### src/rtl/mux_arbiter_2to1.sv
// ---------------------------------------------------------------------------
// mux_arbiter_2to1
//
// Purpose:
//    Packet-aware round-robin arbiter that merges two valid/ready beat streams
//    onto a single registered output stream. A requester keeps the grant for a
//    whole packet (until its last beat) or until MAX_BURST beats have been
//    accepted, whichever comes first. After every grant the arbiter spends one
//    cycle in IDLE before granting again. When both requesters are waiting in
//    IDLE, the one that did not hold the previous grant wins.
//
// Parameters:
//    DATA_WIDTH - width of one data beat
//    MAX_BURST  - maximum beats accepted per grant (1..256)
//
// Ports:
//    clk                  - single clock, all state on the rising edge
//    reset                - asynchronous, active-high reset
//    in0_valid/in1_valid  - requester k presents a beat
//    in0_data/in1_data    - requester k beat data
//    in0_last/in1_last    - final beat of requester k packet
//    in0_ready/in1_ready  - requester k beat accepted this cycle (with valid)
//    out_valid            - registered output beat valid
//    out_data             - registered output beat
//    out_last             - registered copy of the accepted last flag
//    out_src              - requester index that produced the output beat
//    out_ready            - downstream accepts the beat (with out_valid)
//    sel                  - current grant, drives the shared 2:1 data mux
// ---------------------------------------------------------------------------
module mux_arbiter_2to1 #(
    parameter int DATA_WIDTH = 16,
    parameter int MAX_BURST  = 16
) (
    input  logic                  clk,
    input  logic                  reset,
    input  logic                  in0_valid,
    input  logic [DATA_WIDTH-1:0] in0_data,
    input  logic                  in0_last,
    output logic                  in0_ready,
    input  logic                  in1_valid,
    input  logic [DATA_WIDTH-1:0] in1_data,
    input  logic                  in1_last,
    output logic                  in1_ready,
    output logic                  out_valid,
    output logic [DATA_WIDTH-1:0] out_data,
    output logic                  out_last,
    output logic                  out_src,
    input  logic                  out_ready,
    output logic                  sel
);

    localparam int               CNT_W       = $clog2(MAX_BURST + 1);
    localparam logic [CNT_W-1:0] BURST_LIMIT = CNT_W'(MAX_BURST);

    typedef enum logic [1:0] {
        IDLE   = 2'd0,
        GRANT0 = 2'd1,
        GRANT1 = 2'd2
    } state_t;

    state_t             state_q, state_d;
    logic               sel_q, sel_d;
    logic               lastGrant_q, lastGrant_d;
    logic [CNT_W-1:0]   beatCount_q, beatCount_d;
    logic               outValid_q, outValid_d;
    logic [DATA_WIDTH-1:0] outData_q, outData_d;
    logic               outLast_q, outLast_d;
    logic               outSrc_q, outSrc_d;

    logic               outSpace;
    logic               grantValid;
    logic               grantLast;
    logic               handshake;
    logic [CNT_W-1:0]   beatCountInc;

    // The output register can take a new beat when it is empty or its
    // current beat leaves this cycle; this is what keeps a grant running at
    // one beat per cycle under continuous out_ready.
    assign outSpace     = !outValid_q || out_ready;

    // sel always equals the granted index while in a GRANT state, so the
    // granted requester's signals are simply picked through the sel mux.
    assign grantValid   = sel_q ? in1_valid : in0_valid;
    assign grantLast    = sel_q ? in1_last  : in0_last;
    assign beatCountInc = beatCount_q + CNT_W'(1);

    assign in0_ready    = (state_q == GRANT0) && outSpace;
    assign in1_ready    = (state_q == GRANT1) && outSpace;
    assign handshake    = (state_q != IDLE) && grantValid && outSpace;

    // Arbitration and grant tracking. In IDLE a waiting requester is granted
    // on the next edge; with both waiting, the one not granted last time wins.
    // A grant ends on the handshake carrying last, or on the handshake that
    // brings the burst count to MAX_BURST (the packet then continues under a
    // later grant, out_last untouched).
    always_comb begin
        state_d     = state_q;
        sel_d       = sel_q;
        lastGrant_d = lastGrant_q;
        beatCount_d = beatCount_q;
        case (state_q)
            IDLE: begin
                if (in0_valid && (!in1_valid || lastGrant_q)) begin
                    state_d     = GRANT0;
                    sel_d       = 1'b0;
                    beatCount_d = '0;
                end else if (in1_valid) begin
                    state_d     = GRANT1;
                    sel_d       = 1'b1;
                    beatCount_d = '0;
                end
            end
            GRANT0, GRANT1: begin
                if (handshake) begin
                    beatCount_d = beatCountInc;
                    if (grantLast || (beatCountInc == BURST_LIMIT)) begin
                        state_d     = IDLE;
                        lastGrant_d = sel_q;
                    end
                end
            end
            default: begin
                state_d = IDLE;
            end
        endcase
    end

    // Output register. A new beat overwrites the register only when there is
    // space, so a stalled beat stays stable until the downstream takes it.
    always_comb begin
        outValid_d = outValid_q;
        outData_d  = outData_q;
        outLast_d  = outLast_q;
        outSrc_d   = outSrc_q;
        if (handshake) begin
            outValid_d = 1'b1;
            outData_d  = sel_q ? in1_data : in0_data;
            outLast_d  = grantLast;
            outSrc_d   = sel_q;
        end else if (out_ready) begin
            outValid_d = 1'b0;
        end
    end

    // State registers. Reset drops any packet in flight, including a beat
    // waiting in the output register, and leaves last-grant pointing at
    // requester 1 so requester 0 wins the first simultaneous request.
    always_ff @(posedge clk or posedge reset) begin
        if (reset) begin
            state_q     <= IDLE;
            sel_q       <= 1'b0;
            lastGrant_q <= 1'b1;
            beatCount_q <= '0;
            outValid_q  <= 1'b0;
            outData_q   <= '0;
            outLast_q   <= 1'b0;
            outSrc_q    <= 1'b0;
        end else begin
            state_q     <= state_d;
            sel_q       <= sel_d;
            lastGrant_q <= lastGrant_d;
            beatCount_q <= beatCount_d;
            outValid_q  <= outValid_d;
            outData_q   <= outData_d;
            outLast_q   <= outLast_d;
            outSrc_q    <= outSrc_d;
        end
    end

    assign out_valid = outValid_q;
    assign out_data  = outData_q;
    assign out_last  = outLast_q;
    assign out_src   = outSrc_q;
    assign sel       = sel_q;

endmodule

### config.mk
export PLATFORM = sky130hd
export DESIGN_NAME = mux_arbiter_2to1
export DESIGN_NICKNAME = d
export VERILOG_FILES = /design/src/rtl/mux_arbiter_2to1.sv
export SDC_FILE = /design/constraint.sdc
export NUM_CORES = 1
export LEC_CHECK = 0
export ABC_CLOCK_PERIOD_IN_PS = 2000
export CAP_MARGIN = 10
export CORE_MARGIN = 2
export CORE_UTILIZATION = 38
export CTS_CLUSTER_DIAMETER = 150
export CTS_CLUSTER_SIZE = 25
export DETAILED_ROUTE_END_ITERATION = 8
export HOLD_SLACK_MARGIN = 0.02
export PLACE_DENSITY_LB_ADDON = 0.05
export SETUP_SLACK_MARGIN = 0.02
export SYNTH_ARGS = -nofsm -noshare
export SYNTH_HDL_FRONTEND = slang
export SYNTH_SLANG_ARGS = --single-unit
### constraint.sdc
create_clock -name clk -period 2 [get_ports clk]
set_input_delay 0.2 -clock clk [delete_from_list [all_inputs] [get_ports clk]]
set_output_delay 0.2 -clock clk [all_outputs]
set_load 0.005 [all_outputs]
==> summary.md, run 1 <==
| Metric | Value |
|---|---|
| Status | `complete, no violations` |
| Worst Path Arrival | `2.14 ns` |
| Cell variety after synth | `32` |
| Post-Synth XOR/XNOR Area | `1.21%` |
| Net Sw Power | `0.00107 W` |
| Total track usage | `16.1%` |
| Crit Path Class | `register to register` |
| Worst-Skew Late Latency | `0.27 ns` |
| Pwr/cell area | `1370 nW/um^2` |
| Worst min-delay path class | `input port to async pin` |
| Post-synth ARST share | `100%` |
| Buffers on Ports | `60` |
| Fill cells | `321` |
| Main combinational cell family by area after synthesis | `simple AND/OR/NAND/NOR gates` |
| Share of cells above drive strength 1 | `12.3%` |
| Worst IR Drop VDD | `618 uV` |
| EDFF count, synth | `0` |
| Final number of hold-violating endpoints | `0` |
| CTS Buf Count | `3` |
| Layout area overhead | `57.6%` |
| First-pass GRT wire length | `5440 um` |
| Tcrit/Tclk final | `96.9%` |
| CTS root buf | `clkbuf_8` |
| Syn nets | `192` |
| DR iter-0 viols | `49` |
| Clk sinks | `28` |
| Comb pwr share | `53.5%` |
| Max_slew headroom | `63.8%` |
| # rows | `22` |
| DRT Wirelength | `3320 um` |
| Simple-gate share of the synthesized area | `17.0%` |
| Initial Util | `39.6%` |
| Pleak | `1.00 nW` |
| Seq/Total Area, Yosys | `48.4%` |
| Gp weighted congestion | `0.839` |
| CP max FO | `5` |
| Critical Path Source Type | `register` |
| Ys flop type | `dfrtp_1` |
| Final cell count without fillers | `267` |
| Pre-CTS WS | `0.0250 ns` |
| Mux contribution to synthesized area | `14.0%` |
| CTS clock-pin slew for the worst setup and hold paths | `0.10 ns` |
| Pin count of the biggest net entering global routing | `17` |
| R2R Setup Slk | `0.06 ns` |
| Worst-Margin Slew | `0.543 ns` |
| Reg-to-Reg Start | `state_q[1]$_DFFE_PP0P_` |
| Number of diodes | `0` |
| Synth warnings | `0` |
| Clk network pwr share | `14.1%` |
| Detailed-route DRC error count | `0` |
| Avg Synthesized Cell Area | `9.74 um^2` |
| Final total power | `0.00314 W` |
| Die Span Y | `65.8 um` |
| Die area | `4330 um^2` |
| Number of max-cap violations | `0` |
| CTS tree | `done` |
| Post-DP Area | `2190 um^2` |
| Final Cell Area | `2290 um^2` |
| Core box area | `3660 um^2` |
| Antenna Nets Post-Route | `0` |
| Max-slew violation count | `0` |
| Unrepaired setup endpoints after global routing | `false` |
| Synth Instances | `149` |
| Initial antenna violation count | `0` |
| Hold buffer count at CTS | `0` |
| Switch share | `34.1%` |
| Nets | `263` |
| Final period demand of the worst path | `1.94 ns` |
| CP Capture Type | `register` |
| Vias | `1306` |
| Finish-stage setup viols | `0` |
| Synth Area in Adders | `3.45%` |
| I/O pins | `61` |
| Utilization after layout | `62.5%` |
| Die Width | `65.8 um` |
| Clk buf depth | `2` |
| Vias per cell | `4.89` |
| R2R cell count | `6` |
| Synth Area in Compound Gates | `11.8%` |
| Vias in the first global route | `1297` |
| HPWL Detailed | `2720 um` |
| Data required, critical path | `2.20 ns` |
| End of the worst register-to-register path | `lastGrant_q$_DFFE_PP1P_` |
| Cell-internal power | `0.00207 W` |
| #FFs+latches synth | `28` |
| Mapped Area | `1450 um^2` |
| Final worst slack | `0.0620 ns` |
| H-tree Lvls | `1` |
| Max Clock Freq | `0.516 GHz` |
| Sequential power share | `32.4%` |
| Total grt overflow | `0` |
| Layout Skew | `0.00370 ns` |
| Routed len/inst | `12.4 um` |
| 1st-pass router iterations | `4` |
| Inst Count DP | `261` |
==> sequential cells by signal, indices dropped and copies added (netlist names) <==
signal,count
beatCount_q,5
lastGrant_q,1
out_data,16
out_last,1
out_src,1
out_valid,1
sel,1
state_q,2
==> cell families after synthesis <==
kind of cell,Yosys count
DFF,28
buffers and inverters,14
AOI/OAI and AO/OA,30
xor gates and xnor gates,2
and+or+nand+nor,51
adders and majority gates,4
muxes,20
==> synth_stat cells (all sizes together), types with 2 or more instances <==
cell / instances / area (um^2)
a21oi: 20 / 100
and2: 3 / 18.8
buf: 5 / 27.5
clkbuf: 3 / 11.3
dfrtp: 27 / 676
ha: 4 / 50.1
inv: 6 / 22.5
mux2: 2 / 22.5
mux2i: 18 / 180
nand2: 7 / 26.3
nand3: 10 / 50.1
nor2: 20 / 75.1
nor2b: 3 / 18.8
o211ai: 2 / 15.0
o21ai: 4 / 20.0
==> critical path, cell delays in order (launching register included) <==
cell and delay, ns:
dfrtp_1 0.40, inv_2 0.08, ha_4 0.29, inv_2 0.05, or4_4 0.48, a211oi_2 0.26
mux2_4 0.32
==> per-stage QoR <==
stage / TNS [ns] / hold WS (ns)
5_1_grt: 0 / 0.317
3_5_place_dp: 0 / 0.475
4_1_cts: 0 / 0.290
3_3_place_gp: 0 / 0.471
6_report: 0 / 0.275
2_1_floorplan: -0.00808 / 0.265
==> placed cells by master (no fill, tap or decap), types with 2 or more instances in the layout <==
| cell type | n |
|---|---|
| a21oi_1 | 20 |
| and2_1 | 3 |
| buf_4 | 13 |
| clkbuf_8 | 3 |
| clkdlybuf4s50_1 | 60 |
| dfrtp_1 | 27 |
| ha_1 | 3 |
| inv_1 | 3 |
| inv_2 | 3 |
| mux2i_1 | 18 |
| nand2_1 | 7 |
| nand3_1 | 10 |
| nor2_1 | 20 |
| nor2b_1 | 3 |
| o211ai_1 | 2 |
| o21ai_1 | 3 |
==> cell type report <==
type                            count  area [um^2]  share of cell area, %
Multi-Input combinational cell    107          713                   31.2
Clock inverter                      1         30.0                   1.31
Tap cell                           48         60.1                   2.63
Clock buffer                        3         41.3                   1.81
Sequential cell                    28          702                   30.7
Timing Repair Buffer               74          718                   31.4
Inverter                            6         22.5                  0.985
==> per-layer routing <==
metal	wire length (um)	share of wire (%)	vias to the layer above	global-route usage, %
met5	0	0	-	0
met4	15	0.45	0	3.91
met2	1770	53	34	31.6
met1	1290	39	606	16.8
li1	-	-	664	-
met3	236	7.1	2	4.26
==> worst max path at each step <==
| stage | to | from | slack, ns |
|---|---|---|---|
| after global placement | lastGrant_q$_DFFE_PP1P_ | state_q[0]$_DFFE_PP0P_ | 0.10 |
| after CTS | lastGrant_q$_DFFE_PP1P_ | state_q[1]$_DFFE_PP0P_ | 0.04 |
| after global routing | lastGrant_q$_DFFE_PP1P_ | state_q[1]$_DFFE_PP0P_ | 0.02 |
| final | lastGrant_q$_DFFE_PP1P_ | state_q[1]$_DFFE_PP0P_ | 0.06 |
| after floorplan | lastGrant_q$_DFFE_PP1P_ | state_q[0]$_DFFE_PP0P_ | -0.008 |
| after detailed placement | lastGrant_q$_DFFE_PP1P_ | state_q[0]$_DFFE_PP0P_ | 0.02 |
==> repair_timing <==
item	in CTS	in global routing
setup endpoints to repair	1	1
resized for setup	0	2
setup buffers	1	1
pin swaps	0	2
==> power by group through the flow <==
stage / Clock, W / Sequential [W] / Combinational, W
global placement: 0 / 0.00102 / 0.00161
detailed placement: 0 / 0.00103 / 0.00164
finish: 0.000442 / 0.00102 / 0.00168
global route: 0.000477 / 0.00106 / 0.00186
floorplan: 0 / 0.00103 / 0.000890
CTS: 0.000455 / 0.00102 / 0.00167
(Power assumes the default switching activity.)
==> run 2: changes to the inputs <==
GPL_TIMING_DRIVEN = 0   (was unset)
==> summary.md, run 2 (synthesized netlist as in run 1, its figures left out) <==
| Metric | Value |
|---|---|
| Worst min-delay path class | `input port to async pin (unchanged)` |
| Clk buf depth | `2 (unchanged)` |
| Core box area | `3660 um^2 (unchanged)` |
| Vias | `1316 (was 1306)` |
| CP Capture Type | `register (unchanged)` |
| DRT Wirelength | `3450 um (was 3320 um)` |
| I/O pins | `61 (unchanged)` |
| Nets | `259 (was 263)` |
| Initial antenna violation count | `0 (unchanged)` |
| Worst Path Arrival | `2.15 ns (was 2.14 ns)` |
| Worst-Margin Slew | `1.05 ns (was 0.543 ns)` |
| CP max stage cell | `or4_4 (unchanged)` |
| Final total power | `0.00312 W (was 0.00314 W)` |
| CTS root buf | `clkbuf_8 (unchanged)` |
| Antenna Nets Post-Route | `0 (unchanged)` |
| Clk sinks | `28 (unchanged)` |
| Commonest non-fill, non-tap cells in the layout | `60 x clkdlybuf4s50_1, 27 x dfrtp_1, 20 x nor2_1, 20 x a21oi_1, 18 x mux2i_1 (unchanged)` |
| R2R Setup Slk | `0.07 ns (was 0.06 ns)` |
| Layout Skew | `0.0103 ns (was 0.00370 ns)` |
| Crit path capture | `lastGrant_q$_DFFE_PP1P_ (unchanged)` |
| Pin count of the biggest net entering global routing | `29 (was 17)` |
| Total grt overflow | `0 (unchanged)` |
| DR iter-0 viols | `54 (was 49)` |
| First-pass GRT wire length | `6150 um (was 5440 um)` |
| R2R cell count | `6 (unchanged)` |
| Finish-stage setup viols | `0 (unchanged)` |
| Share of cells above drive strength 1 | `9.77% (was 12.3%)` |
| Detailed-route DRC error count | `0 (unchanged)` |
| H-tree Lvls | `1 (unchanged)` |
| CP startpoint | `state_q[0]$_DFFE_PP0P_ (was state_q[1]$_DFFE_PP0P_)` |
| Initial Util | `39.6% (unchanged)` |
| CTS tree | `done (unchanged)` |
| Die Span Y | `65.8 um (unchanged)` |
| Routed len/inst | `13.1 um (was 12.4 um)` |
| Setup TNS Final | `0 ns (unchanged)` |
| Total track usage | `18.6% (was 16.1%)` |
| Worst-Skew Late Latency | `0.28 ns (was 0.27 ns)` |
| Data required, critical path | `2.22 ns (was 2.20 ns)` |
| CP max FO | `8 (was 5)` |
| Max Clock Freq | `0.518 GHz (was 0.516 GHz)` |
| Fill cells | `327 (was 321)` |
| Die Width | `65.8 um (unchanged)` |
| Crit path largest cell delay | `0.52 ns (was 0.48 ns)` |
| Die area | `4330 um^2 (unchanged)` |
| Worst IR Drop VDD | `684 uV (was 618 uV)` |
| Buffers on Ports | `60 (unchanged)` |
| Hold buffer count at CTS | `0 (unchanged)` |
| Final worst slack | `0.0702 ns (was 0.0620 ns)` |
| Number of max-cap violations | `0 (unchanged)` |
| End of the worst register-to-register path | `lastGrant_q$_DFFE_PP1P_ (unchanged)` |
| CTS clock-pin slew for the worst setup and hold paths | `0.10 ns (about the same)` |
| Vias in the first global route | `1348 (was 1297)` |
| Unrepaired setup endpoints after global routing | `false (unchanged)` |
| Tcrit/Tclk final | `96.5% (was 96.9%)` |
| Pre-CTS WS | `-0.321 ns (was 0.0250 ns)` |
| Status | `complete, no violations (unchanged)` |
| Final cell count without fillers | `263 (was 267)` |
| Cell-internal power | `0.00202 W (was 0.00207 W)` |
| Max_slew headroom | `30.2% (was 63.8%)` |
| Largest register FFs | `16 (unchanged)` |
| HPWL Detailed | `2580 um (was 2720 um)` |
| Vias per cell | `5.00 (was 4.89)` |
| CP Cell Sequence | `inv_2 > ha_4 > inv_4 > or4_4 > a211oi_2 > mux2_4 (was inv_2 > ha_4 > inv_2 > or4_4 > a211oi_2 > mux2_4)` |
| Commonest non-fill, non-tap cell in the layout | `clkdlybuf4s50_1 (unchanged)` |
| Clk network pwr share | `14.4% (was 14.1%)` |
| 1st-pass router iterations | `4 (unchanged)` |
| # rows | `22 (unchanged)` |
| Pleak | `0.970 nW (was 1.00 nW)` |
| Number of diodes | `0 (unchanged)` |
| CTS Buf Count | `3 (unchanged)` |
| Critical Path Source Type | `register (unchanged)` |
| Layout area overhead | `53.4% (was 57.6%)` |
| Worst hold slack | `0.465 ns (was 0.275 ns)` |
| Crit Path Class | `register to register (unchanged)` |
| Final number of hold-violating endpoints | `0 (unchanged)` |
| Final period demand of the worst path | `1.93 ns (was 1.94 ns)` |
| Reg-to-Reg Start | `state_q[0]$_DFFE_PP0P_ (was state_q[1]$_DFFE_PP0P_)` |
| Sequential power share | `32.6% (was 32.4%)` |
| Comb pwr share | `53.0% (was 53.5%)` |
| Pwr/cell area | `1400 nW/um^2 (was 1370 nW/um^2)` |
| Inst Count DP | `257 (was 261)` |
| Net Sw Power | `0.00110 W (was 0.00107 W)` |
| Gp weighted congestion | `0.845 (was 0.839)` |
| Switch share | `35.4% (was 34.1%)` |
| Max-slew violation count | `0 (unchanged)` |
[run 2: changes by cell type in the layout (fill, tap and decap cells not counted)]
cell      change
buf_4         -9
buf_2         +3
clkbuf_2      +2
buf_12        -1
clkbuf_1      +1
inv_2         -1
inv_4         +1
nor3_1        +1
nor3_2        -1
[run 2: worst max-delay path, delay by kind of cell, from the launching register on]
| family | cells | cell delay (ns) |
|---|---|---|
| buf+inv | 2 | 0.12 |
| fa+ha+maj | 1 | 0.33 |
| compound gates | 1 | 0.20 |
| simple gates | 1 | 0.52 |
| flops | 1 | 0.39 |
| mux | 1 | 0.32 |
[run 2: worst min path at each step]
stage,end,start,depth (start not counted)
after floorplan,beatCount_q[0]$_DFFE_PP0P_,reset,1
after global placement,out_src$_DFFE_PP0P_,out_src$_DFFE_PP0P_,1
after detailed placement,out_src$_DFFE_PP0P_,out_src$_DFFE_PP0P_,1
after CTS,out_src$_DFFE_PP0P_,out_src$_DFFE_PP0P_,1
after global routing,out_src$_DFFE_PP0P_,out_src$_DFFE_PP0P_,1
final,out_data[11]$_DFFE_PP0P_,reset,2
[run 2: cell type report]
type	count	area [um^2]	share of cell area, %
Tap cell	48	60.1	2.70
Inverter	6	25.0	1.12
Multi-Input combinational cell	107	708	31.8
Timing Repair Buffer	64	631	28.3
Buffer	6	28.8	1.29
Clock buffer	3	41.3	1.85
Sequential cell	28	702	31.5
Clock inverter	1	30.0	1.35
[run 2: repair_timing]
action                     CTS  global route
setup endpoints to repair   19            11
buffers inserted             3             1
pin swaps                    3             1
resized for setup            3             3
cloned                       0             0
[run 2: per-layer routing]
metal  wire [um]  track usage (%)  share of wire, %
met1        1440             22.8                42
met2        1730             31.1                50
met3         237             5.62               6.9
met4          44             6.25               1.3
met5           0                0                 0
[run 2: power by group through the flow]
| stage | Sequential [W] | Combinational [W] | Clock [W] |
|---|---|---|---|
| after floorplan | 0.00103 | 0.000890 | 0 |
| after global placement | 0.00102 | 0.00158 | 0 |
| after detailed placement | 0.00103 | 0.00161 | 0 |
| after CTS | 0.00102 | 0.00167 | 0.000459 |
| after global routing | 0.00106 | 0.00184 | 0.000480 |
| final | 0.00102 | 0.00166 | 0.000449 |
[run 2: per-stage QoR]
step	utilization [%]	cell area [um^2]
3_3_place_gp	58.3	2130
5_1_grt	60.8	2230
6_report	60.8	2230
4_1_cts	60.8	2220
2_1_floorplan	-	1470
3_5_place_dp	58.3	2130
==> run 3: changes to the inputs <==
CAP_MARGIN = unset   (was 10)
==> results of run 3 <==
No change in the layout: final DEF, timing and power equal those of run 2.
